<file path="src/rtl/manchester_frame_receiver.sv">
// Manchester line receiver: bit timing recovery, preamble hunt, frame assembly.
// Optional MANCHESTER_RX_CHECKSUM_EN: last payload byte is a mod-256 sum check.
// Ports: clk, rst_n (async low), ena, rx_in (async line) ->
//   frame_data[F], frame_valid, frame_error, busy, bit_strobe, bit_value.
module manchester_frame_receiver #(
  parameter int CLKS_PER_HALF_BIT = 8,
  parameter int TOLERANCE = 2,
  parameter int PREAMBLE_BITS = 8,
  parameter logic [PREAMBLE_BITS-1:0] PREAMBLE = 8'hAA,
  parameter int FRAME_BITS = 64
) (
  input  logic                  clk,
  input  logic                  rst_n,
  input  logic                  ena,
  input  logic                  rx_in,
  output logic [FRAME_BITS-1:0] frame_data,
  output logic                  frame_valid,
  output logic                  frame_error,
  output logic                  busy,
  output logic                  bit_strobe,
  output logic                  bit_value
);

  localparam int H  = CLKS_PER_HALF_BIT;
  localparam int T  = TOLERANCE;
  localparam int P  = PREAMBLE_BITS;
  localparam int F  = FRAME_BITS;
  localparam int CW = $clog2(2*H+T+2);
  localparam int BW = $clog2(F+1);

  localparam logic [CW-1:0] MAX_C   = CW'(2*H+T+1);
  localparam logic [CW-1:0] SHORT_L = CW'(H-T);
  localparam logic [CW-1:0] SHORT_H = CW'(H+T);
  localparam logic [CW-1:0] LONG_L  = CW'(2*H-T);
  localparam logic [CW-1:0] LONG_H  = CW'(2*H+T);
  localparam logic [BW-1:0] LAST_B  = BW'(F-1);

  typedef enum logic [1:0] {IDLE, SYNC, DATA} state_t;

  state_t          state_q, state_d;
  logic            sync1_q, sync2_q, hist_q;
  logic [CW-1:0]   cnt_q, cnt_d;
  logic            mid_q, mid_d, mid_n;
  logic [P-1:0]    pre_q, pre_d;
  logic [F-1:0]    stage_q, stage_d;
  logic [BW-1:0]   bcnt_q, bcnt_d;
  logic [F-1:0]    frame_data_q, frame_data_d;
  logic            frame_valid_q, frame_valid_d;
  logic            frame_error_q, frame_error_d;
  logic            bit_strobe_q, bit_strobe_d;
  logic            bit_value_q, bit_value_d;
`ifdef MANCHESTER_RX_CHECKSUM_EN
  logic [7:0]      sum_q, sum_d;
`endif

  logic         edge_det, is_short, is_long, timeout;
  logic [F-1:0] shifted;

  assign edge_det = sync2_q ^ hist_q;
  assign is_short = (cnt_q >= SHORT_L) && (cnt_q <= SHORT_H);
  assign is_long  = (cnt_q >= LONG_L) && (cnt_q <= LONG_H);
  assign timeout  = (cnt_q == MAX_C);
  assign shifted  = {stage_q[F-2:0], sync2_q};

  always_comb begin
    state_d       = state_q;
    cnt_d         = timeout ? cnt_q : cnt_q + 1'b1;
    mid_d         = mid_q;
    mid_n         = mid_q;
    pre_d         = pre_q;
    stage_d       = stage_q;
    bcnt_d        = bcnt_q;
    frame_data_d  = frame_data_q;
    frame_valid_d = 1'b0;
    frame_error_d = 1'b0;
    bit_strobe_d  = 1'b0;
    bit_value_d   = 1'b0;
`ifdef MANCHESTER_RX_CHECKSUM_EN
    sum_d         = sum_q;
`endif
    // The edge cycle is the first cycle of the new interval, so the
    // count seen at the next edge equals the interval length.
    if (edge_det) cnt_d = CW'(1);
    if (!ena) begin
      state_d = IDLE;
      cnt_d   = '0;
      mid_d   = 1'b0;
      pre_d   = '0;
      bcnt_d  = '0;
    end else begin
      unique case (state_q)
        IDLE: begin
          if (edge_det) begin
            state_d      = SYNC;
            mid_d        = 1'b1;
            pre_d        = '0;
            pre_d[0]     = sync2_q;
            bcnt_d       = '0;
            bit_strobe_d = 1'b1;
            bit_value_d  = sync2_q;
          end
        end
        SYNC: begin
          if (edge_det) begin
            if (is_short || is_long) begin
              mid_n = is_long | ~mid_q;
              mid_d = mid_n;
              if (mid_n) begin
                bit_strobe_d = 1'b1;
                bit_value_d  = sync2_q;
                pre_d        = pre_q << 1;
                pre_d[0]     = sync2_q;
              end
            end else begin
              state_d = IDLE;
            end
          end else if (timeout) begin
            state_d = IDLE;
          end else if (pre_q == PREAMBLE) begin
            state_d = DATA;
            bcnt_d  = '0;
`ifdef MANCHESTER_RX_CHECKSUM_EN
            sum_d   = '0;
`endif
          end
        end
        DATA: begin
          if (edge_det) begin
            if (is_short || is_long) begin
              mid_n = is_long | ~mid_q;
              mid_d = mid_n;
              if (mid_n) begin
                bit_strobe_d = 1'b1;
                bit_value_d  = sync2_q;
                stage_d      = shifted;
                bcnt_d       = bcnt_q + 1'b1;
                if (bcnt_q == LAST_B) begin
                  state_d = IDLE;
`ifdef MANCHESTER_RX_CHECKSUM_EN
                  if (shifted[7:0] == sum_q) begin
                    frame_data_d  = shifted;
                    frame_valid_d = 1'b1;
                  end else begin
                    frame_error_d = 1'b1;
                  end
                end else if (bcnt_q[2:0] == 3'b111) begin
                  sum_d = sum_q + shifted[7:0];
`else
                  frame_data_d  = shifted;
                  frame_valid_d = 1'b1;
`endif
                end
              end
            end else begin
              frame_error_d = 1'b1;
              state_d       = IDLE;
            end
          end else if (timeout) begin
            frame_error_d = 1'b1;
            state_d       = IDLE;
          end
        end
        default: state_d = IDLE;
      endcase
    end
  end

  always_ff @(posedge clk or negedge rst_n) begin
    if (!rst_n) begin
      sync1_q       <= 1'b0;
      sync2_q       <= 1'b0;
      hist_q        <= 1'b0;
      state_q       <= IDLE;
      cnt_q         <= '0;
      mid_q         <= 1'b0;
      pre_q         <= '0;
      stage_q       <= '0;
      bcnt_q        <= '0;
      frame_data_q  <= '0;
      frame_valid_q <= 1'b0;
      frame_error_q <= 1'b0;
      bit_strobe_q  <= 1'b0;
      bit_value_q   <= 1'b0;
`ifdef MANCHESTER_RX_CHECKSUM_EN
      sum_q         <= '0;
`endif
    end else begin
      sync1_q       <= rx_in;
      sync2_q       <= sync1_q;
      hist_q        <= sync2_q;
      state_q       <= state_d;
      cnt_q         <= cnt_d;
      mid_q         <= mid_d;
      pre_q         <= pre_d;
      stage_q       <= stage_d;
      bcnt_q        <= bcnt_d;
      frame_data_q  <= frame_data_d;
      frame_valid_q <= frame_valid_d;
      frame_error_q <= frame_error_d;
      bit_strobe_q  <= bit_strobe_d;
      bit_value_q   <= bit_value_d;
`ifdef MANCHESTER_RX_CHECKSUM_EN
      sum_q         <= sum_d;
`endif
    end
  end

  assign frame_data  = frame_data_q;
  assign frame_valid = frame_valid_q;
  assign frame_error = frame_error_q;
  assign busy        = (state_q != IDLE);
  assign bit_strobe  = bit_strobe_q;
  assign bit_value   = bit_value_q;

endmodule

</file>
<file path="config.mk">
export PLATFORM = sky130hd
export DESIGN_NAME = manchester_frame_receiver
export DESIGN_NICKNAME = d
export VERILOG_FILES = /design/src/rtl/manchester_frame_receiver.sv
export SDC_FILE = /design/constraint.sdc
export NUM_CORES = 1
export LEC_CHECK = 0
export BUFFER_PORTS_ARGS = -buffer_cell sky130_fd_sc_hd__buf_4
export CORE_ASPECT_RATIO = 0.9
export CORE_MARGIN = 3
export CORE_UTILIZATION = 45
export DETAILED_ROUTE_END_ITERATION = 12
export HOLD_SLACK_MARGIN = 0.03
export PLACE_DENSITY_LB_ADDON = 0.05
export SLEW_MARGIN = 0
export SYNTH_ARGS = -nofsm -noshare
export SYNTH_HDL_FRONTEND = slang
export SYNTH_SLANG_ARGS = --single-unit
</file>
<file path="constraint.sdc">
create_clock -name clk -period 3.2 [get_ports clk]
set_input_delay 0.48 -clock clk [delete_from_list [all_inputs] [get_ports clk]]
set_output_delay 0.48 -clock clk [all_outputs]
set_load 0.02 [all_outputs]
</file>
==> impl_metrics.env <==
export IMPL_status="complete, no violations"
export IMPL_fin_crit_sh=0.852
export IMPL_place_gp_congestion=0.883
export IMPL_hp_class="input port to async pin"
export IMPL_synth_area_leaders="dfrtp_1, mux2_2, mux2_1"
export IMPL_netlist_top_cell_by_area="dfrtp_1"
export IMPL_vias_per_cell=5.24
export IMPL_post_route_min_period_ns=2.73
export IMPL_drc=0
export IMPL_clk_path_buf_depth=2
export IMPL_cp_cell_sequence="inv_1 -> ha_1 -> o21bai_1 -> mux2i_1 -> nand3_1 -> and2b_4 -> buf_12 -> mux2_1"
export IMPL_dieWidth_um=132
export IMPL_rr_endpoint="frame_data[33]"
export IMPL_finalNonFillerCells=708
export IMPL_cts_root_buf="clkbuf_16"
export IMPL_grt_pass1_wl_um=19500
export IMPL_num_rows=40
export IMPL_worstSkewPairLatency_ns=0.41
export IMPL_post_cts_resize_count=0
export IMPL_syn_area_per_cell_um2=14.9
export IMPL_io_pins=73
export IMPL_peakVddDrop_mv=0.420
export IMPL_crit_arrival_ns=3.01
export IMPL_worstPathMaxFanout=23
export IMPL_async_flop_share=1.00
export IMPL_clock_skew_ns=0.00716
export IMPL_floorplan_initialDensity=0.469
export IMPL_grt_overflow=0
export IMPL_ys_ff_latch=157
export IMPL_setup_viol=0
export IMPL_tightest_slew_ns=0.890
export IMPL_area_growth_pct=20.4
export IMPL_numCtsBuffers=17
export IMPL_io_buffers=72
export IMPL_rsz0062_at_grt="no"
export IMPL_fmax_mhz=367
export IMPL_hold_slack_ns=0.104
export IMPL_synth_fp_nets=441
export IMPL_fill_cells=1189
export IMPL_antenna_left=0
export IMPL_cts_sinks=157
export IMPL_fp_dieH_um=119
export IMPL_synth_warnings=0
export IMPL_yosysSeqAreaShare=0.615
export IMPL_grtUsageTotal=0.155
export IMPL_reg2reg_depth=8
export IMPL_yosysTopAreaCellShare=0.615
export IMPL_max_slew_margin_rel=0.404
export IMPL_total_power_w=0.00427
export IMPL_nets=518
export IMPL_antenna_found_initial=0
export IMPL_drv_slew=0
export IMPL_synth_edf_count=0
export IMPL_start_kind="flip-flop"
export IMPL_dr_pass1_iters=5
export IMPL_n_antenna_cell=0
export IMPL_synth_cell_types=48
export IMPL_max_cap_violations=0
export IMPL_pwr_density_cell_nw_per_um2=556
export IMPL_reg2reg_slack_ns=0.47
export IMPL_cts_setup_buffers=0
export IMPL_ctsHoldBuffers=0
export IMPL_required_ns=3.49
export IMPL_vias=3708
export IMPL_hpwl_um=7410
export IMPL_place_inst=677
export IMPL_clkSlewWorstSetupHoldPaths_ns=0.06
export IMPL_wl_um=11200
export IMPL_drive_gt1_frac=0.372
export IMPL_slowest_stage="and2b_4"
export IMPL_grt_pass1_vias=3865
export IMPL_synth_most_common_cell="dfrtp_1"
export IMPL_syn_area_um2=6390
export IMPL_critPathKind="flip-flop to flip-flop"
export IMPL_synth_ff_type="dfrtp_1"
export IMPL_reg2reg_from="cnt_q[0]"
export IMPL_synth_top_cells_by_count="dfrtp_1, mux2_2, mux2_1"
export IMPL_die_area_um2=15700
export IMPL_crit_path_end_kind="flip-flop"
export IMPL_tns_ns=0
export IMPL_syn_inst=430
export IMPL_p_leak_nw=3.94
export IMPL_coreArea_um2=13600
export IMPL_hold_viol_final=0
export IMPL_drt_iter0_markers=185
export IMPL_cts_max_level=4
export IMPL_cts_tree="yes"
export IMPL_grt_max_degree=81
export IMPL_cp_slowest_stage_delay_ns=0.56
export IMPL_wl_per_cell_um=15.8
## worst max path at each step
stage | slack, ns | end | cells past startpoint | start
floorplan | 1.01 | frame_data[15] | 7 | cnt_q[1]
global placement | 0.61 | frame_data[8] | 8 | cnt_q[0]
detailed placement | 0.50 | frame_data[8] | 8 | cnt_q[0]
CTS | 0.48 | frame_data[8] | 8 | cnt_q[0]
global route | 0.30 | bcnt_q[5] | 7 | cnt_q[1]
finish | 0.47 | frame_data[33] | 8 | cnt_q[0]
## through the flow
step	util	worst slack (ns)	instance area, um^2
2_1_floorplan	-	1.01	6390
3_3_place_gp	0.524	0.614	7140
3_5_place_dp	0.524	0.500	7140
4_1_cts	0.565	0.477	7690
5_1_grt	0.565	0.299	7690
6_report	0.565	0.474	7690
## state kept, by name, indices dropped and copies added, names as in the netlist
signal       count
bit_strobe       1
stage_q         63
cnt_q            5
state_q          2
frame_error      1
mid_q            1
frame_valid      1
pre_q            8
sync1_q          1
bcnt_q           7
hist_q           1
bit_value        1
frame_data      64
sync2_q          1
## logic make-up after synthesis
logic type                 after synthesis  synth area share
DFF                                    157             0.615
muxes                                  133             0.233
and+or+nand+nor                         51            0.0490
AOI/OAI and AO/OA                       46            0.0527
buffers and inverters                   30            0.0280
adders and majority gates                7            0.0137
xor gates and xnor gates                 6           0.00823
## cells in the final DEF (no fill, tap or decap), types with 2 or more instances in the layout
| cell type | count |
|---|---|
| a211oi_1 | 2 |
| a21oi_1 | 9 |
| a22o_1 | 7 |
| a31oi_1 | 3 |
| buf_12 | 4 |
| buf_4 | 74 |
| clkbuf_1 | 3 |
| clkbuf_16 | 17 |
| clkbuf_8 | 4 |
| clkinv_2 | 5 |
| dfrtp_1 | 157 |
| ha_1 | 7 |
| inv_1 | 9 |
| mux2_1 | 49 |
| mux2_2 | 79 |
| mux2i_1 | 5 |
| nand2_1 | 9 |
| nand2b_1 | 2 |
| nand3_1 | 8 |
| nand4b_1 | 2 |
| nand4bb_1 | 2 |
| nor2_1 | 8 |
| nor3_1 | 4 |
| nor4_1 | 3 |
| o211ai_1 | 2 |
| o21ai_0 | 5 |
| o2bb2ai_1 | 2 |
| o31ai_1 | 5 |
| or3_1 | 2 |
| or4_1 | 3 |
| xnor2_1 | 4 |
| xor2_1 | 2 |
## critical path, delay by kind of cell, from the launching register on
kind | cells | cell delay, ns
flops | 1 | 0.42
mux | 2 | 0.80
buf+inv | 2 | 0.35
compound gates | 1 | 0.08
fa+ha+maj | 1 | 0.15
simple gates | 2 | 0.79
## cell type report
class	instances	area [um^2]	area share
timing repair buffer	79	647	0.0841
tap	189	236	0.0307
clock buffer	24	492	0.0639
multi-input combinational	243	2290	0.298
clock inverter	7	62.6	0.00813
sequential	157	3930	0.511
inverter	9	33.8	0.00439
## metal layers
| layer | GRT usage | vias to the layer above | routed length, um |
|---|---|---|---|
| met4 | 0.0663 | 0 | 197 |
| met1 | 0.207 | 1900 | 5310 |
| met3 | 0.0515 | 15 | 540 |
| met5 | 0 | - | 0 |
| met2 | 0.232 | 77 | 5160 |
| li1 | - | 1716 | - |
## power breakdown
part / internal [W] / leakage, nW / total, W / switching, W
sequential: 0.00201 / 2.18 / 0.00203 / 0.0000220
clock: 0.00114 / 0.276 / 0.00187 / 0.000725
combinational: 0.000125 / 1.48 / 0.000373 / 0.000248
total: 0.00328 / 3.94 / 0.00427 / 0.000996
Note: power is estimated with default switching activity, not from simulation.
